`config.mk`:
```
export PLATFORM = sky130hd
export DESIGN_NAME = multicycle_main_control
export DESIGN_NICKNAME = d
export VERILOG_FILES = /design/src/rtl/multicycle_main_control.sv
export SDC_FILE = /design/constraint.sdc
export NUM_CORES = 1
export LEC_CHECK = 0
export BUFFER_PORTS_ARGS = -buffer_cell sky130_fd_sc_hd__clkbuf_2
export CORE_MARGIN = 4
export CORE_UTILIZATION = 38
export DETAILED_ROUTE_END_ITERATION = 10
export GPL_TIMING_DRIVEN = 0
export PLACE_DENSITY = 0.73
export SETUP_SLACK_MARGIN = 0.02
export SLEW_MARGIN = 20
export SYNTH_ARGS = -nofsm -noshare
export SYNTH_HDL_FRONTEND = slang
export SYNTH_SLANG_ARGS = --single-unit
```
`constraint.sdc`:
```
create_clock -name clk -period 1.6 [get_ports clk]
set_clock_uncertainty 0.2 [all_clocks]
set_input_delay 0.32 -clock clk [delete_from_list [all_inputs] [get_ports clk]]
set_output_delay 0.32 -clock clk [all_outputs]
set_load 0.02 [all_outputs]
```
`src/rtl/multicycle_main_control.sv`:
```
// Multicycle main control: Moore FSM sequencing one instruction at a time (3-5 cycles incl. FETCH).
// No flow control; the datapath follows the state-decoded enables every cycle.
module multicycle_main_control #(
  parameter bit ENABLE_ADDI = 1'b1,
  parameter bit ENABLE_J    = 1'b1
) (
  input  logic       clk,
  input  logic       reset,
  input  logic [5:0] opcode,
  input  logic       zero,
  output logic       iord,
  output logic       irwrite,
  output logic       memwrite,
  output logic       regwrite,
  output logic       regdst,
  output logic       memtoreg,
  output logic       alusrca,
  output logic [1:0] alusrcb,
  output logic [1:0] aluop,
  output logic [1:0] pcsrc,
  output logic       pc_en,
  output logic [3:0] state,
  output logic       illegal_op
);

  typedef enum logic [3:0] {
    FETCH  = 4'd0,
    DECODE = 4'd1,
    MEMADR = 4'd2,
    MEMRD  = 4'd3,
    MEMWB  = 4'd4,
    MEMWR  = 4'd5,
    EXEC   = 4'd6,
    ALUWB  = 4'd7,
    BRANCH = 4'd8,
    ADDIEX = 4'd9,
    ADDIWB = 4'd10,
    JUMP   = 4'd11
  } state_t;

  localparam logic [5:0] OP_RTYPE = 6'b000000;
  localparam logic [5:0] OP_J     = 6'b000010;
  localparam logic [5:0] OP_BEQ   = 6'b000100;
  localparam logic [5:0] OP_ADDI  = 6'b001000;
  localparam logic [5:0] OP_LW    = 6'b100011;
  localparam logic [5:0] OP_SW    = 6'b101011;

  state_t cur, nxt, dec;
  logic   is_lw, is_sw, is_r, is_beq, is_addi, is_j, legal;
  logic   pcwrite, branch;

  always_comb begin
    is_lw   = (opcode == OP_LW);
    is_sw   = (opcode == OP_SW);
    is_r    = (opcode == OP_RTYPE);
    is_beq  = (opcode == OP_BEQ);
    is_addi = (opcode == OP_ADDI) && ENABLE_ADDI;
    is_j    = (opcode == OP_J) && ENABLE_J;
    legal   = is_lw | is_sw | is_r | is_beq | is_addi | is_j;
  end

  // illegal_op is a pure one-shot: it reloads every edge, so it lives only in the FETCH after DECODE
  always_ff @(posedge clk) begin
    if (reset) begin
      cur        <= FETCH;
      illegal_op <= 1'b0;
    end else begin
      cur        <= nxt;
      illegal_op <= (cur == DECODE) && !legal;
    end
  end

  always_comb begin
    nxt = FETCH;
    case (cur)
      FETCH:  nxt = DECODE;
      DECODE: begin
        if (is_lw || is_sw) nxt = MEMADR;
        else if (is_r)      nxt = EXEC;
        else if (is_beq)    nxt = BRANCH;
        else if (is_addi)   nxt = ADDIEX;
        else if (is_j)      nxt = JUMP;
        else                nxt = FETCH;
      end
      MEMADR: nxt = is_lw ? MEMRD : MEMWR;
      MEMRD:  nxt = MEMWB;
      EXEC:   nxt = ALUWB;
      ADDIEX: nxt = ADDIWB;
      default: nxt = FETCH;
    endcase
  end

  // Under reset the selects present FETCH values while every write strobe is held off
  always_comb begin
    dec      = reset ? FETCH : cur;
    iord     = 1'b0;
    irwrite  = 1'b0;
    memwrite = 1'b0;
    regwrite = 1'b0;
    regdst   = 1'b0;
    memtoreg = 1'b0;
    alusrca  = 1'b0;
    alusrcb  = 2'b00;
    aluop    = 2'b00;
    pcsrc    = 2'b00;
    pcwrite  = 1'b0;
    branch   = 1'b0;
    case (dec)
      FETCH: begin
        irwrite = 1'b1;
        pcwrite = 1'b1;
        alusrcb = 2'b01;
      end
      DECODE: alusrcb = 2'b11;
      MEMADR: begin
        alusrca = 1'b1;
        alusrcb = 2'b10;
      end
      MEMRD:  iord = 1'b1;
      MEMWB: begin
        regwrite = 1'b1;
        memtoreg = 1'b1;
      end
      MEMWR: begin
        iord     = 1'b1;
        memwrite = 1'b1;
      end
      EXEC: begin
        alusrca = 1'b1;
        aluop   = 2'b10;
      end
      ALUWB: begin
        regwrite = 1'b1;
        regdst   = 1'b1;
      end
      BRANCH: begin
        alusrca = 1'b1;
        aluop   = 2'b01;
        branch  = 1'b1;
        pcsrc   = 2'b01;
      end
      ADDIEX: begin
        alusrca = 1'b1;
        alusrcb = 2'b10;
      end
      ADDIWB: regwrite = 1'b1;
      JUMP: begin
        pcwrite = 1'b1;
        pcsrc   = 2'b10;
      end
      default: ;
    endcase
    if (reset) begin
      irwrite  = 1'b0;
      pcwrite  = 1'b0;
      memwrite = 1'b0;
      regwrite = 1'b0;
    end
  end

  assign pc_en = pcwrite | (branch & zero);
  assign state = cur;

endmodule

```
==> flow_summary_export.csv, run 1 <==
group,metric,value,unit
yosys,synth_area_leader_cell,"dfxtp_1",
yosys,synth_seq_area_share,20.05,%
yosys,synthCells,73,
yosys,yosys_warnings,0,
yosys,yosys-top-cells-area,"dfxtp_1 (20%), nor4_1 (6.3%), nor2_1 (6.0%), clkbuf_1 (4.5%), a21oi_1 (4.0%)",
yosys,syn_nets,82,
clocking,cts_buffers,3,
floorplanning,die_w,44.25,um
global_route,grt_start_max_net_pins,11,
clocking,cts_sinks,5,
yosys,synth_top_area_share,20.05,%
floorplanning,die_y,44.25,um
floorplanning,start_util,42.63,%
status,error,"[ERROR DPL-0038] Utilization greater than 100%, impossible to legalize",
yosys,syn_area_per_cell,6.839,um^2
yosys,synth_edf_count,0,
clocking,cts_root_buf,"clkbuf_4",
yosys,ys_async_sr_fraction,0,%
yosys,syn_area,499.2,um^2
yosys,synth_ff_type,"dfxtp_1",
place,portBuffers,27,
clocking,clock_path_buffers,2,
yosys,ys_seq_elements,5,
place,dp_hpwl,1172,um
sta,worst-ep-kind,"primary output",
sta,worst_endpoint,"regwrite",
yosys,synth_cell_types,32,
yosys,synth_common_cells,"nor2_1 (8), clkbuf_1 (6), dfxtp_1 (5), nand2_1 (5), nor4_1 (5)",
floorplanning,fp-row-count,12,
yosys,synth_most_common_cell,"nor2_1",
clocking,h-tree-depth,1,
status,stop_stage,"global routing",
place,gp_congestion,0.7867,
clocking,cts_hold_buf,0,
status,status,"did not finish",
floorplanning,io_pins,28,
[timing repair]
item | 4_1_cts
endpoints found under the setup margin | 16
gates cloned | 1
pin swaps | 5
hold endpoints to repair | 0
resized for setup | 43
buffers inserted | 13
[through the flow]
step | utilization (%) | setup slack, ns | setup TNS, ns | instance area, um^2 | instances
after floorplan | - | -0.2609 | -1.316 | 668.1 | 73
after global placement | 70.09 | -0.4051 | -3.679 | 820.8 | 114
after detailed placement | 70.09 | -0.4159 | -3.833 | 820.8 | 114
after CTS | 94.98 | -0.2674 | -2.781 | 1112 | 130
[logic make-up after synthesis]
group | synth area share [%]
compound gates | 22.56
simple gates | 43.11
buf+inv | 9.022
flops | 20.05
xor+xnor | 5.264
==> run 2: changes to the inputs <==
--- a/config.mk
+++ b/config.mk
@@ -6,12 +6,11 @@
 export NUM_CORES = 1
 export LEC_CHECK = 0
 export BUFFER_PORTS_ARGS = -buffer_cell sky130_fd_sc_hd__clkbuf_2
-export CORE_MARGIN = 4
-export CORE_UTILIZATION = 38
+export CORE_AREA = 4 4 65 67
 export DETAILED_ROUTE_END_ITERATION = 10
+export DIE_AREA = 0 0 69 71
 export GPL_TIMING_DRIVEN = 0
-export PLACE_DENSITY = 0.73
-export SETUP_SLACK_MARGIN = 0.02
+export PLACE_DENSITY_LB_ADDON = 0.15
 export SLEW_MARGIN = 20
 export SYNTH_ARGS = -nofsm -noshare
 export SYNTH_HDL_FRONTEND = slang
==> constraint.sdc (replaced) <==
create_clock -name clk -period 2.1 [get_ports clk]
set_clock_uncertainty 0.2 [all_clocks]
set_input_delay 0.42 -clock clk [delete_from_list [all_inputs] [get_ports clk]]
set_output_delay 0.42 -clock clk [all_outputs]
set_load 0.02 [all_outputs]
==> run 2 against run 1 <==
The run now ends clean. Synthesized cell count unchanged. Synthesized area unchanged.
==> flow_summary_export.csv, run 2 <==
group,metric,value,unit
drt,routed_wl,1770,um
clocking,h-tree-depth,1,
yosys,synth_ff_type,"dfxtp_1",
sta,timing.fmax,500.2,MHz
yosys,synth_seq_area_share,20.05,%
yosys,yosys-top-cells-area,"dfxtp_1 (20%), nor4_1 (6.3%), nor2_1 (6.0%), clkbuf_1 (4.5%), a21oi_1 (4.0%)",
yosys,ys_async_sr_fraction,0,%
global_route,grtUsageTotal,7.439,%
place,dp_hpwl,1403,um
clocking,clock_path_buffers,2,
sta,timing.final.crit_share,95.20,%
global_route,antenna_found_initial,0,
place,portBuffers,27,
sta,hold_viol,0,
finish,nNetsFinal,112,
yosys,syn_nets,82,
power,ir_drop,237.2,uV
yosys,synth_cell_types,32,
floorplanning,core_area,3633,um^2
sta,setup_viol_count_final,0,
finish,final_area,780.7,um^2
worst_setup_path,worst-setup-path-type,"primary input to output pin",
finish,antenna_cells,0,
sta,worst-slew-pin-transition,0.3743,ns
sta,min_period,1.999,ns
finish,area_growth,56.39,%
power,powerDensity,456.3,nW/um^2
drt,route.detailed.drc,0,
drt,wl_met1,900,um
drt,top_layer,"met3",
global_route,grt-ovfl-total,0,
hold_path,hold_end,"state[2]$_SDFF_PP0_",
hold_path,hp-class,"primary input to flip-flop",
clocking,cts.clk_slew.worst_paths,0.04,ns
floorplanning,fp-row-count,22,
drt,wl_met2,780,um
worst_setup_path,end_kind,"output pin",
drt,firstDrtPassIters,4,
yosys,synth_area_leader_cell,"dfxtp_1",
yosys,syn_area,499.2,um^2
floorplanning,die_w,69,um
sta,rsz0062_at_grt,"false",
clocking,cts_root_buf,"clkbuf_8",
clocking,cts_buffers,3,
place,placed_cell_area,715.7,um^2
drt,met3_length,89,um
global_route,grt_pass1_vias,641,
global_route,grt_pass1_wl,3049,um
sta,fin_tns_setup,0,ns
floorplanning,start_util,13.74,%
worst_setup_path,rrSetupSlack,0.30,ns
place,gp_congestion,0.6986,
floorplanning,die_y,71,um
yosys,synth_common_cells,"nor2_1 (8), clkbuf_1 (6), dfxtp_1 (5), nand2_1 (5), nor4_1 (5)",
yosys,synthCells,73,
hold_path,hp-start,"reset",
worst_setup_path,critPathRequiredTime,1.48,ns
drt,drt-wirelength-per-cell,11.80,um
yosys,yosys_warnings,0,
worst_setup_path,reg2reg_depth,5,
clocking,cts_sinks,5,
drt,vias,643,
drt,routed_via_density,4.287,
yosys,synth_edf_count,0,
finish,largest_reg_flops,4,
worst_setup_path,worstSetupStartpoint,"reset",
sta,slew_violations,0,
worst_setup_path,timing.rr.start,"state[2]$_SDFF_PP0_",
yosys,ys_seq_elements,5,
yosys,syn_area_per_cell,6.839,um^2
sta,whs,0.3289,ns
worst_setup_path,cp-start-kind,"primary input",
clocking,cts_tree,"done",
finish,layout_common_cells,"clkbuf_2 (25), nor2_1 (8), nand2_1 (5)",
status,status,"finished, final reports clean",
finish,mostFrequentLayoutCell,"clkbuf_2",
drt,drtIter0Drc,12,
finish,drive_gt1_share,43.14,%
yosys,synth_top_area_share,20.05,%
global_route,grt_start_max_net_pins,11,
floorplanning,io_pins,28,
hold_path,holdPathStages,2,
drt,ant_nets,0,
worst_setup_path,critPathArrivalTime,1.38,ns
yosys,synth_most_common_cell,"nor2_1",
run,max_cap_viol_count,0,
power,leakagePower,0.3065,nW
sta,worst_slew_margin_rel,74.40,%
clocking,clock_latency,0.22,ns
worst_setup_path,critPathMaxFanout,9,
worst_setup_path,rr_endpoint,"state[1]$_SDFF_PP0_",
floorplanning,die_area,4899,um^2
## run 2: cell counts after synthesis
Identical to the previous run, type by type.
## run 2: critical path: stages
cell and delay (ns):
buf_2 0.16, or2_1 0.23, buf_6 0.14, nor4_4 0.14, buf_4 0.14, clkbuf_2 0.15
## run 2: final cells by class
class	count	area, um^2
clock buffer	4	45.04
tap	48	60.06
sequential	5	106.4
timing repair buffer	27	135.1
multi-input combinational	59	381.6
inverter	1	3.754
fill	434	2853
buffer	6	48.80
## run 2: cells by family after synthesis
kind of cell              after synthesis  share of synthesized area [%]
and+or+nand+nor                        39                          43.11
AOI/OAI and AO/OA                      17                          22.56
buffers and inverters                   9                          9.022
DFF                                     5                          20.05
xor gates and xnor gates                3                          5.264
## run 2: metrics by stage
step	std cells	util [%]	setup slack (ns)	power, mW
2_1_floorplan	73	-	-0.08593	0.1512
3_3_place_gp	148	19.70	-0.07647	0.1821
3_5_place_dp	148	19.70	-0.09967	0.1823
4_1_cts	150	21.07	0.006136	0.3625
5_1_grt	150	21.49	0.009694	0.3781
6_report	150	21.49	0.1009	0.3563
## run 2: how the worst max path moves through the flow
stage	endpoint	slack [ns]	cells past startpoint
floorplan	regdst	-0.09	4
global placement	regwrite	-0.08	5
detailed placement	pc_en	-0.1	5
CTS	regwrite	0.006	5
global route	pcsrc[0]	0.01	5
finish	pcsrc[0]	0.10	6
## run 2: repair_timing
action                                  in CTS  in global routing
cloned                                       0                  0
endpoints found under the setup margin      13                 10
hold buffers                                 0                  0
resized for setup                            8                 11
setup buffers                                0                  0
## run 2: power by group
| part | switching (mW) | internal, mW | total [mW] |
|---|---|---|---|
| Clock | 0.0456 | 0.130 | 0.176 |
| Sequential | 0.00564 | 0.0985 | 0.104 |
| Combinational | 0.0466 | 0.0298 | 0.0764 |
| Total | 0.0979 | 0.258 | 0.356 |
## run 2: layer usage
metal / vias up / GRT usage (%)
li1: 332 / -
met1: 290 / 9.723
met2: 21 / 11.86
met3: 0 / 2.273
met4: 0 / 1.952
met5: - / 0
Note: power is estimated with default switching activity, not from simulation.
==> run 3: changes to the inputs <==
--- a/config.mk
+++ b/config.mk
@@ -5,6 +5,7 @@
 export SDC_FILE = /design/constraint.sdc
 export NUM_CORES = 1
 export LEC_CHECK = 0
+export ABC_AREA = 1
 export BUFFER_PORTS_ARGS = -buffer_cell sky130_fd_sc_hd__clkbuf_2
 export CORE_AREA = 4 4 65 67
 export DETAILED_ROUTE_END_ITERATION = 10
==> run 3 against run 2 <==
Global-route usage down 0.32 points. Via count up 0.62%. Sequential power about the same. Largest cell class unchanged. First-iteration DRC count up 33%. Die area unchanged. Setup slack better by 0.050 ns. Clock power about the same. Final cell count up 15%. Cell area down 3.5%. Synthesized area up 1.0%.
==> flow_summary_export.csv, run 3 <==
group,metric,value,unit
sta,worst-slew-pin-transition,0.2849,ns
sta,timing.final.crit_share,92.82,%
worst_setup_path,critPathTopFamily,"flip-flops",
finish,layout_common_cells,"clkbuf_2 (27), nand2_1 (26), nor2_1 (17)",
yosys,yosys_warnings,0,
worst_setup_path,crit_end,"regwrite",
yosys,ys_seq_elements,5,
global_route,grt_pass1_vias,645,
worst_setup_path,critPathMaxFanout,7,
floorplanning,start_util,13.88,%
yosys,synth_area_leader_cell,"dfxtp_1",
clocking,cts_resized,0,
finish,largest_reg_flops,4,
finish,utilization,20.73,%
yosys,syn_area,504.2,um^2
place,dp.cells,169,
sta,worst_slew_margin_rel,80.98,%
yosys,syn_area_per_cell,5.364,um^2
clocking,cts_tree,"done",
sta,hold_viol,0,
finish,nNetsFinal,135,
place,gp_congestion,0.7531,
floorplanning,die_area,4899,um^2
global_route,grtUsageTotal,7.122,%
power,leakagePower,0.4414,nW
worst_setup_path,critPathArrivalTime,1.33,ns
floorplanning,die_y,71,um
finish,antenna_cells,0,
clocking,clock_path_buffers,2,
yosys,synth_seq_area_share,19.85,%
yosys,synthCells,94,
status,status,"finished, final reports clean",
clocking,cts_buffers,3,
floorplanning,core_area,3633,um^2
place,portBuffers,27,
yosys,synth_common_cells,"nand2_1 (26), nor2_1 (18), nand3_1 (12), inv_1 (10), inv_2 (6)",
drt,drt-wirelength-per-cell,9.052,um
place,dp_hpwl,1402,um
sta,whs,0.2893,ns
clocking,cts_root_buf,"clkbuf_8",
drt,vias,647,
finish,drive_gt1_share,36.80,%
yosys,synth_top_area_share,19.85,%
worst_setup_path,critPathBufInv,4,
worst_setup_path,crit_chain,"inv_2 > nor2_4 > inv_2 > nor2_4 > nand2_1 > clkinv_1 > nor2_1 > nand2_1 > clkbuf_2",
global_route,grt_start_max_net_pins,8,
power,powerDensity,472.2,nW/um^2
floorplanning,fp-row-count,22,
worst_setup_path,path_depth,9,
hold_path,hp-class,"primary input to flip-flop",
drt,route.detailed.drc,0,
drt,routed_via_density,3.740,
global_route,grt-ovfl-total,0,
drt,drtIter0Drc,16,
finish,fill_cells,442,
worst_setup_path,critPathRequiredTime,1.48,ns
yosys,ys_async_sr_fraction,0,%
worst_setup_path,reg2reg_depth,5,
hold_path,hp-start,"reset",
worst_setup_path,cp-start-kind,"flip-flop",
clocking,h-tree-depth,1,
worst_setup_path,crit_slowest_cell,"dfxtp_2",
sta,setup_viol_count_final,0,
worst_setup_path,worst-setup-path-type,"flip-flop to output pin",
sta,rsz0062_at_grt,"false",
worst_setup_path,worstSetupStartpoint,"state[0]$_SDFF_PP0_",
sta,min_period,1.949,ns
finish,mostFrequentLayoutCell,"clkbuf_2",
clocking,cts_setup_buffers,0,
worst_setup_path,max_stage_delay,0.42,ns
clocking,cts.clk_slew.worst_paths,0.04,ns
power,ir_drop,135.6,uV
yosys,synth_most_common_cell,"nand2_1",
floorplanning,die_w,69,um
finish,final_cell_count_no_fill,173,
clocking,cts_sinks,5,
sta,timing.fmax,513.0,MHz
finish,area_growth,49.38,%
worst_setup_path,timing.rr.start,"state[3]$_SDFF_PP0_",
yosys,synth_edf_count,0,
run,max_cap_viol_count,0,
clocking,clock_latency,0.22,ns
drt,firstDrtPassIters,4,
sta,fin_tns_setup,0,ns
worst_setup_path,rrSetupSlack,0.83,ns
sta,slew_violations,0,
worst_setup_path,end_kind,"output pin",
global_route,antenna_found_initial,0,
drt,routed_wl,1566,um
clocking,cts_hold_buf,0,
floorplanning,io_pins,28,
yosys,syn_nets,103,
drt,ant_nets,0,
worst_setup_path,rr_endpoint,"illegal_op$_SDFF_PP0_",
global_route,grt_pass1_wl,2829,um
yosys,yosys-top-cells-area,"dfxtp_1 (20%), nand2_1 (19%), nor2_1 (13%), nand3_1 (12%), nor2_4 (8.9%)",
yosys,synth_ff_type,"dfxtp_1",
yosys,synth_cell_types,17,
-- run 3: changes by cell type after synthesis, sizes merged, moves of 3 or more --
cell | previous run | this run
nand2 | 5 | 27
nor2 | 8 | 24
inv | 1 | 16
nand3 | 2 | 12
clkbuf | 6 | 0
nor4 | 5 | 0
or2 | 4 | 0
nor3 | 4 | 1
o21ai | 4 | 1
-- run 3: cells by family after synthesis --
| kind of cell | after synthesis | synth area share [%] |
|---|---|---|
| and+or+nand+nor | 65 | 59.55 |
| DFF | 5 | 19.85 |
| buffers and inverters | 18 | 14.14 |
| AOI/OAI and AO/OA | 6 | 6.451 |
-- run 3: final cells by class --
class	instances	area [um^2]	share of cell area, %
repair buffers	27	135.1	17.94
inverters	17	63.81	8.472
plain buffers	1	7.507	0.9967
clock buffers	4	45.04	5.980
flip-flops and latches	5	101.3	13.46
well taps	48	60.06	7.973
multi-input cells	71	340.3	45.18
-- run 3: through the flow --
step | setup slack (ns) | area [um^2] | power (mW)
2_1_floorplan | 0.1036 | 504.2 | 0.1510
3_3_place_gp | 0.1205 | 699.4 | 0.1813
3_5_place_dp | 0.1201 | 699.4 | 0.1810
4_1_cts | 0.01458 | 744.5 | 0.3622
5_1_grt | 0.002315 | 753.2 | 0.3866
6_report | 0.1507 | 753.2 | 0.3557
-- run 3: worst min-delay path by stage --
stage                                endpoint  cells past startpoint
after detailed placement  state[3]$_SDFF_PP0_                      2
after floorplan           state[0]$_SDFF_PP0_                      1
final                     state[0]$_SDFF_PP0_                      2
after global routing      state[1]$_SDFF_PP0_                      2
after global placement    state[3]$_SDFF_PP0_                      2
after CTS                 state[1]$_SDFF_PP0_                      2
-- run 3: power breakdown --
part | internal (mW) | switching (mW) | total [mW]
Clock | 0.130 | 0.0457 | 0.176
Combinational | 0.0245 | 0.0490 | 0.0735
Sequential | 0.0998 | 0.00647 | 0.106
-- run 3: layer usage --
metal	track usage, %	wire, um	vias up
met5	0	0	-
met4	2.603	21	0
met3	2.983	115	3
met2	11.55	681	21
met1	8.403	747	267
li1	-	-	356
-- run 3: worst register-to-register path, cell delays in order (launching register included) --
cell,delay [ns]
dfxtp_1,0.38
nor2_4,0.15
nand2_2,0.09
inv_2,0.08
nand2_1,0.08
nor3_1,0.21
